===== config.mk =====
export PLATFORM = sky130hd
export DESIGN_NAME = fetch_sequencer
export DESIGN_NICKNAME = d
export VERILOG_FILES = /design/src/rtl/fetch_sequencer.sv
export SDC_FILE = /design/constraint.sdc
export NUM_CORES = 1
export LEC_CHECK = 0
export ABC_AREA = 1
export CORE_ASPECT_RATIO = 0.7
export CORE_UTILIZATION = 49
export DETAILED_ROUTE_END_ITERATION = 16
export GPL_TIMING_DRIVEN = 0
export HOLD_SLACK_MARGIN = 0.12
export PLACE_DENSITY = 0.82
export SLEW_MARGIN = 10
export SYNTH_ARGS = -nofsm -noshare
export SYNTH_HDL_FRONTEND = slang
export SYNTH_SLANG_ARGS = --single-unit

===== constraint.sdc =====
create_clock -name clk -period 3.8 [get_ports clk]
set_clock_uncertainty 0.1 [all_clocks]
set_input_delay 0.76 -clock clk [delete_from_list [all_inputs] [get_ports clk]]
set_output_delay 0.76 -clock clk [all_outputs]
set_load 0.005 [all_outputs]

===== src/rtl/fetch_sequencer.sv =====
// fetch_sequencer: instruction fetch and next-PC selection for the multi-cycle core.
// Fetches one word per instruction over a req/ack handshake, holds it for execute,
// and picks the next PC (sequential, branch, jump-immediate, jump-register) when
// the datapath signals exec_done.
// Ports:
//   clk, rst            clock, asynchronous active-high reset
//   imem_req/addr/ack/rdata   instruction memory handshake
//   instr, opcode, function_val, instr_valid   latched instruction to decode/execute
//   exec_done, branch_type, counter_selector, reg_target, flag_*   next-PC inputs
//   pc, link_pc         current PC and pc+1 for jump-and-link
module fetch_sequencer #(
    parameter int unsigned ADDR_W   = 16,
    parameter int unsigned RESET_PC = 0
) (
    input  logic              clk,
    input  logic              rst,
    output logic              imem_req,
    output logic [ADDR_W-1:0] imem_addr,
    input  logic              imem_ack,
    input  logic [31:0]       imem_rdata,
    output logic [31:0]       instr,
    output logic [5:0]        opcode,
    output logic [5:0]        function_val,
    output logic              instr_valid,
    input  logic              exec_done,
    input  logic [3:0]        branch_type,
    input  logic [1:0]        counter_selector,
    input  logic [ADDR_W-1:0] reg_target,
    input  logic              flag_zero,
    input  logic              flag_carry,
    input  logic              flag_sign,
    input  logic              flag_overflow,
    output logic [ADDR_W-1:0] pc,
    output logic [ADDR_W-1:0] link_pc
);

    localparam logic [ADDR_W-1:0] PC_RST = ADDR_W'(RESET_PC);

    typedef enum logic {
        FETCH = 1'b0,
        EXEC  = 1'b1
    } state_t;

    state_t            state_q, state_d;
    logic              req_q, req_d;
    logic              valid_q, valid_d;
    logic [31:0]       instr_q, instr_d;
    logic [ADDR_W-1:0] pc_q, pc_d;
    logic [ADDR_W-1:0] link_q, link_d;
    logic [ADDR_W-1:0] pc_inc;
    logic [ADDR_W-1:0] next_pc;
    logic              taken;

    // Branch condition decode against the ALU flags
    always_comb begin
        taken = 1'b0;
        case (branch_type)
            4'b0000: taken = 1'b1;
            4'b0001: taken = flag_zero;
            4'b0010: taken = ~flag_zero;
            4'b0011: taken = flag_carry;
            4'b0100: taken = ~flag_carry;
            4'b0101: taken = flag_sign;
            4'b0110: taken = ~flag_sign;
            4'b0111: taken = flag_overflow;
            4'b1000: taken = ~flag_overflow;
            default: taken = 1'b0;
        endcase
    end

    assign pc_inc = pc_q + ADDR_W'(1);

    // Next-PC select; jumps outrank branches, selector 11 behaves as 00
    always_comb begin
        next_pc = pc_inc;
        case (counter_selector)
            2'b01:   next_pc = instr_q[ADDR_W-1:0];
            2'b10:   next_pc = reg_target;
            default: begin
                if (taken) begin
                    next_pc = pc_inc + ADDR_W'({{16{instr_q[15]}}, instr_q[15:0]});
                end
            end
        endcase
    end

    // State and output registers
    always_ff @(posedge clk or posedge rst) begin
        if (rst) begin
            state_q <= FETCH;
            req_q   <= 1'b0;
            valid_q <= 1'b0;
            instr_q <= 32'd0;
            pc_q    <= PC_RST;
            link_q  <= PC_RST + ADDR_W'(1);
        end else begin
            state_q <= state_d;
            req_q   <= req_d;
            valid_q <= valid_d;
            instr_q <= instr_d;
            pc_q    <= pc_d;
            link_q  <= link_d;
        end
    end

    // Next-state logic; exec_done re-raises the request directly so an
    // instruction can complete in two cycles
    always_comb begin
        state_d = state_q;
        req_d   = req_q;
        valid_d = valid_q;
        instr_d = instr_q;
        pc_d    = pc_q;
        link_d  = link_q;
        case (state_q)
            FETCH: begin
                if (req_q && imem_ack) begin
                    instr_d = imem_rdata;
                    valid_d = 1'b1;
                    req_d   = 1'b0;
                    state_d = EXEC;
                end else begin
                    req_d = 1'b1;
                end
            end
            EXEC: begin
                if (exec_done) begin
                    pc_d    = next_pc;
                    link_d  = next_pc + ADDR_W'(1);
                    valid_d = 1'b0;
                    req_d   = 1'b1;
                    state_d = FETCH;
                end
            end
        endcase
    end

    assign imem_req     = req_q;
    assign imem_addr    = pc_q;
    assign instr        = instr_q;
    assign opcode       = instr_q[31:26];
    assign function_val = instr_q[5:0];
    assign instr_valid  = valid_q;
    assign pc           = pc_q;
    assign link_pc      = link_q;

endmodule


==> metrics, run 1 <==
status=finished clean; combinational share of power=0.647; WL final=16.18 mm; gr ovfl total=0; Area contributors post-synth=dfrtp_1 31%, nand2_1 17%, inv_1 7.4%, nand3_1 6.1%, mux2_2 5.1%; vias in the first global route=5405; Pre-antenna DRT Iters=5; Max FO, Critical Path=8; Final Net Count=1027; IO Count=156; unrepaired setup endpoints after global routing=no; Setup-failing EPs final=0; met2 GRT Util=0.4745; mux cell area share after synthesis=0.05051; Slowest cell on crit path=dfrtp_2; post-route ant nets=0; Synth Area in Compound Gates=0.08910; Final period util=0.9461; RD Place Congestion=0.9216; total power=6.482 mW; startpoint type of the worst setup path=flop; XOR/XNOR Fraction of Synth Area=0.01637; post-DP HPWL=12.44 mm; Rows=31; clk sinks=67; # DRC=0; Synth Area in Adders=0.05051; final instance area=7408 um2; arrival time at the worst endpoint=3730 ps; drt wl/cell=14.97 um; die area=11350 um2; smallest setup slack after layout=204.9 ps; Post-synth EDFFs=0; Longest Clk Path Bufs=2; Layout area overhead=38.47%; Reg power frac=0.222; P_sw=2.871 mW; Gate Count Post-Synth=778; first-pass GRT wire length=25.72 mm; initial detailed-routing violation count=444; final number of hold-violating endpoints=0; Leakage=3.689 nW; diode count=0; post-synth top area cell=dfrtp_1; Die Ht=89.43 um; syn avg cell area=6.877 um2; Die W=126.9 um; CP most frequent cell=nand2_1; CP peak stage delay=470 ps; critical path class=flop to flop; Cell Area, Synth=5350 um2; cells along the critical path=inv_1 > nor2_2 > nand2_1 > nor2_1 > xor2_1 > inv_1 > ha_1 > nand2_1 > inv_1 > nand2_1 > nand2_1 > a21oi_1 > nand2_1 > nand2_1 > nand3_1 > a21oi_2 > nand2_1 > nor2_1 > nand4_1 > nand3_1 > nand2_1; Sum Neg Setup Slack=0 ps; DP Worst Slack=24.38 ps; worst-margin pin slew=775.3 ps; fin crit period=3595 ps; Max VDD drop=464.1 uV; CP endpoint kind=flop; commonest non-fill, non-tap cell in the layout=nand2_1; Fmax=278.2 MHz; instance area after placement=7087 um2; Req. time, crit path=3940 ps; met1 Use GR=0.3908; largest net degree at the start of global routing=64; via-per-instance ratio=5.325; top_reg_cell synth=dfrtp_1; Syn Nets=861; max-cap viol count=0; Worst slew margin=0.4831; Post-CTS Repair Setup Buffers=0; #FFs+latches synth=67; layout cells sized above 1=0.1286; clk root buf=clkbuf_16; Total Routing Usage GR=0.2959; largest family of logic cells by synthesized area=simple AND/OR/NAND/NOR gates; GR Util met3=0.08677; GRT busiest layer=met2; Int Pwr=3.611 mW; Final Max Tran Viols=0; routed vias=5756; Synth cell types=42; switching portion of total power=0.4429; Min-Delay Path Class=flop to flop; CTS tree=yes; number of antenna violations at the first check in global routing=0; CTS clk-pin slew, worst paths=60 ps; PD cells=874.9 nW/um2; initial core utilization=0.5109; Core Region=10470 um2; IO Port Bufs=154; Worst-Skew Late Latency=350 ps; final core utilization=0.7074; register area share after synthesis=0.3136; commonest non-fill, non-tap cells in the layout=242 x nand2_1, 154 x clkdlybuf4s50_1, 104 x inv_1; simple-gate share of the synthesized area=0.3447; Clk pwr share=0.130; area share of the largest cell type after synthesis=0.3087; fraction of registers with async set/reset=1.000; TritonCTS Buffers=9; H-tree levels=3; Ys Warns=0
## area by class of cell
type	count	area (um2)
buffer	48	314.1
clock buffer	11	252.7
clock inverter	5	42.54
fill	887	3064
inverter	109	411.6
multi-input combinational	554	2972
sequential	67	1682
tap	132	165.2
timing repair buffer	155	1569
## Yosys cell counts (all sizes together) (2+ instances only)
library cell	n
o21ai	31
nand2	251
dfrtp	66
ha	20
nand3	69
clkbuf	13
inv	109
a221o	5
buf	35
o21bai	3
mux2	24
nand3b	8
nor2	71
o31ai	2
a21oi	29
or2	7
a22o	2
xor2	8
nor3	4
nand4	10
xnor2	2
a21boi	2
## state kept, by name, indices dropped and copies added (netlist names)
signal       count
instr_valid      1
link_pc         16
imem_addr       16
imem_req         1
instr           32
state_q          1
## power by group through the flow
| stage | clock network [mW] | registers [mW] | logic [mW] |
|---|---|---|---|
| 2_1_floorplan | 0 | 1.37 | 2.47 |
| 3_5_place_dp | 0 | 1.44 | 4.09 |
| 6_report | 0.846 | 1.44 | 4.19 |
| 5_1_grt | 0.882 | 1.49 | 4.66 |
| 4_1_cts | 0.850 | 1.43 | 4.14 |
| 3_3_place_gp | 0 | 1.43 | 4.01 |
## critical path: cells and delay by family (launching register included)
| kind | cells | cell delay (ps) |
|---|---|---|
| AND/OR/NAND/NOR | 14 | 1600 |
| buffers and inverters | 3 | 250 |
| flip-flops | 1 | 470 |
| XOR/XNOR | 1 | 240 |
| adder cells (fa/ha/maj) | 1 | 360 |
| AO/OA/AOI/OAI | 2 | 450 |
## timing repair
action,CTS,global route
setup endpoints to repair,0,4
hold buffers,0,0
gates resized for setup,0,10
hold endpoints to repair,0,0
## worst paths after layout
path                                               start                       to  slack, ps  cells after the start
worst max register to register  imem_addr[0]$_DFFE_PP0P_  link_pc[14]$_DFFE_PP0P_        200                     21
worst min register to register   link_pc[14]$_DFFE_PP0P_  link_pc[14]$_DFFE_PP0P_        380                      2
worst max-delay path            imem_addr[0]$_DFFE_PP0P_  link_pc[14]$_DFFE_PP0P_        200                     21
min in group asynchronous                            rst    instr[21]$_DFFE_PP0P_        530                      2
max in group asynchronous                            rst   link_pc[0]$_DFFE_PP1P_       2520                      3
worst min-delay path             link_pc[14]$_DFFE_PP0P_  link_pc[14]$_DFFE_PP0P_        380                      2
## per-stage QoR
stage                     instances  hold slack (ps)
after global routing           1081            392.9
after CTS                      1081            384.5
after detailed placement       1065            369.6
final                          1081            381.8
after floorplan                 778            372.4
after global placement         1064            364.6
## cell families after synthesis
| kind of cell | count (synthesis) |
|---|---|
| AND/OR/NAND/NOR | 421 |
| buffers and inverters | 157 |
| flip-flops | 67 |
| XOR/XNOR | 10 |
| AO/OA/AOI/OAI | 78 |
| multiplexers | 24 |
| adder cells (fa/ha/maj) | 21 |
## layer usage
metal | part of all wire | wire length [um]
met5 | 0 | 0
met4 | 0.016 | 254
met3 | 0.10 | 1617
met2 | 0.43 | 6985
met1 | 0.45 | 7323
Power figures use the tool's default switching activity.
==> run 2: changes to the inputs <==
--- a/config.mk
+++ b/config.mk
@@ -12,6 +12,7 @@
 export GPL_TIMING_DRIVEN = 0
 export HOLD_SLACK_MARGIN = 0.12
 export PLACE_DENSITY = 0.82
+export SKIP_LAST_GASP = 1
 export SLEW_MARGIN = 10
 export SYNTH_ARGS = -nofsm -noshare
 export SYNTH_HDL_FRONTEND = slang
==> results of run 2 <==
The final DEF is identical to that of run 1; final timing and power are the same.
==> run 3: changes to the inputs <==
--- a/config.mk
+++ b/config.mk
@@ -11,7 +11,8 @@
 export DETAILED_ROUTE_END_ITERATION = 16
 export GPL_TIMING_DRIVEN = 0
 export HOLD_SLACK_MARGIN = 0.12
-export PLACE_DENSITY = 0.82
+export PLACE_DENSITY_LB_ADDON = 0.1
+export RECOVER_POWER = 50
 export SKIP_LAST_GASP = 1
 export SLEW_MARGIN = 10
 export SYNTH_ARGS = -nofsm -noshare
==> metrics, run 3 (synthesis results as in run 1) <==
status=complete, but fails checks; failing checks=max-capacitance violations, max-slew violations; max reg flops=32 (unchanged); Worst slew margin=-0.08872 (-0.5718); critical path class=flop to flop; RD Place Congestion=0.8898 (-3.5%); diode count=0 (unchanged); TritonCTS Buffers=9 (unchanged); max-cap viol count=1 (+1); drt wl/cell=15.65 um (+4.5%); CTS tree=yes; IO Count=156 (unchanged); cells along the critical path=inv_1 > nor2_2 > nand2_1 > nor2_1 > xor2_1 > inv_1 > ha_1 > nand2_1 > inv_1 > nand2_1 > nand2_1 > a21oi_1 > nand2_1 > nand2_1 > nand3_1 > a21oi_4 > nand2_1 > nor2_2 > nand4_1 > nand3_1 > nand2_1; smallest setup slack after layout=228.9 ps (+23.95 ps); Min-Delay Path Class=flop to flop; Post-Layout Cell Count=1081 (unchanged); vias in the first global route=5284 (-2.2%); clk sinks=67 (unchanged); Fmax=280.0 MHz (+0.67%); FF-to-FF End=link_pc[14]$_DFFE_PP0P_; Hold Crit Start=link_pc[15]$_DFFE_PP0P_; CP peak stage delay=450 ps (-20 ps); Final Net Count=1027 (unchanged); gr ovfl total=0 (unchanged); H-tree levels=3 (unchanged); Final period util=0.9398 (-0.006302); clk root buf=clkbuf_16; die area=11350 um2 (unchanged); Final Max Tran Viols=65 (+65); first-pass GRT wire length=26.19 mm (+1.8%); arrival time at the worst endpoint=3710 ps (-20 ps); via-per-instance ratio=5.341 (+0.31%); routed vias=5774 (+0.31%); largest net degree at the start of global routing=65 (+1.6%); Post-CTS Repair Setup Buffers=0 (unchanged); Top delay family on crit path=simple AND/OR/NAND/NOR gates; unrepaired setup endpoints after global routing=no; # DRC=0 (unchanged); worst-margin pin slew=1633 ps (+857.8 ps); Worst Setup SP=imem_addr[0]$_DFFE_PP0P_; number of antenna violations at the first check in global routing=0 (unchanged); Worst-Skew Late Latency=340 ps (about the same); CTS clk-pin slew, worst paths=60 ps (about the same); Setup-failing EPs final=0 (unchanged); total power=6.494 mW (+0.19%); Total Routing Usage GR=0.3027 (+0.006877); Req. time, crit path=3940 ps (about the same); Max FO, Critical Path=8 (unchanged); Core Region=10470 um2 (unchanged); Pre-antenna DRT Iters=5 (unchanged); Routed met1 length=7.514 mm (+2.6%); RR Startpoint=imem_addr[0]$_DFFE_PP0P_; met2 routed WL=7.551 mm (+8.1%); WL final=16.92 mm (+4.5%); commonest non-fill, non-tap cell in the layout=nand2_1; final number of hold-violating endpoints=0 (unchanged); Rows=31 (unchanged); placed insts=1065 (unchanged); Slowest cell on crit path=dfrtp_2; Leakage=3.719 nW (+0.81%); CP Depth=21 (unchanged); layout cells sized above 1=0.1307 (+0.002107); post-route ant nets=0 (unchanged); IO Port Bufs=154 (unchanged); Max VDD drop=469.2 uV (+1.1%); startpoint type of the worst setup path=flop; met3 wire length=1.581 mm (-2.2%); commonest non-fill, non-tap cells in the layout=242 x nand2_1, 119 x clkdlybuf4s50_1, 104 x inv_1; worst setup path endpoint=link_pc[14]$_DFFE_PP0P_; CP most frequent cell=nand2_1; Bufs and invs on worst path=3 (unchanged); R2R Setup Slk=230 ps (+20 ps); Layout area overhead=38.63%; DP Worst Slack=-44.68 ps (-69.06 ps); fin crit period=3571 ps (-23.95 ps); PD cells=875.5 nW/um2 (about the same); post-DP HPWL=13.30 mm (+6.9%); initial detailed-routing violation count=402 (-9.5%); worst reg2reg path depth=21 (unchanged); Longest Clk Path Bufs=2 (unchanged); Die W=126.9 um (unchanged); highest metal used=met4; Die Ht=89.43 um (unchanged); hold buffer count at CTS=0 (unchanged); initial core utilization=0.5109 (unchanged); CP endpoint kind=flop
## run 3: area by class of cell
| type | instances | area (um2) |
|---|---|---|
| plain buffers | 48 | 314.1 |
| clock buffers | 10 | 239.0 |
| clock inverters | 6 | 70.07 |
| fillers | 867 | 3055 |
| inverters | 109 | 410.4 |
| multi-input cells | 554 | 2989 |
| flip-flops and latches | 67 | 1683 |
| well taps | 132 | 165.2 |
| repair buffers | 155 | 1546 |
## run 3: metal layers
layer / vias up / track usage
met3: 31 / 0.08139
met4: 0 / 0.09524
li1: 2788 / -
met2: 288 / 0.4965
met5: - / 0
met1: 2667 / 0.3943
## run 3: metrics by stage
step	area (um2)	setup TNS [ps]	hold slack (ps)	util
after global routing	7417	0	404.1	0.7082
after floorplan	5350	0	372.4	-
after detailed placement	7087	-71.49	374.0	0.6767
final	7417	0	382.1	0.7082
after global placement	7057	0	366.7	0.6738
after CTS	7403	0	391.2	0.7069
## run 3: worst min-delay path by stage
stage          slack (ps)                 endpoint  depth (start not counted)
5_1_grt               400   link_pc[1]$_DFFE_PP0P_                          2
4_1_cts               390  link_pc[15]$_DFFE_PP0P_                          2
3_5_place_dp          370  link_pc[15]$_DFFE_PP0P_                          2
2_1_floorplan         370   link_pc[1]$_DFFE_PP0P_                          2
3_3_place_gp          370  link_pc[14]$_DFFE_PP0P_                          2
6_report              380  link_pc[15]$_DFFE_PP0P_                          2
## run 3: power by group
group	internal, mW	total, mW	switching, mW	leakage, nW
registers	1.07	1.43	0.366	0.794
clock network	0.534	0.899	0.366	0.154
logic	2.00	4.16	2.17	2.77
## run 3: timing repair
action / in CTS / in global routing
resized for setup: 2 / 10
endpoints found under the setup margin: 2 / 4
hold endpoints to repair: 0 / 0
pin swaps: 0 / 0
## run 3: worst min-delay path, delay by kind of cell (launching register included)
| kind | cells | cell delay, ps |
|---|---|---|
| and+or+nand+nor | 2 | 100 |
| DFF | 1 | 340 |
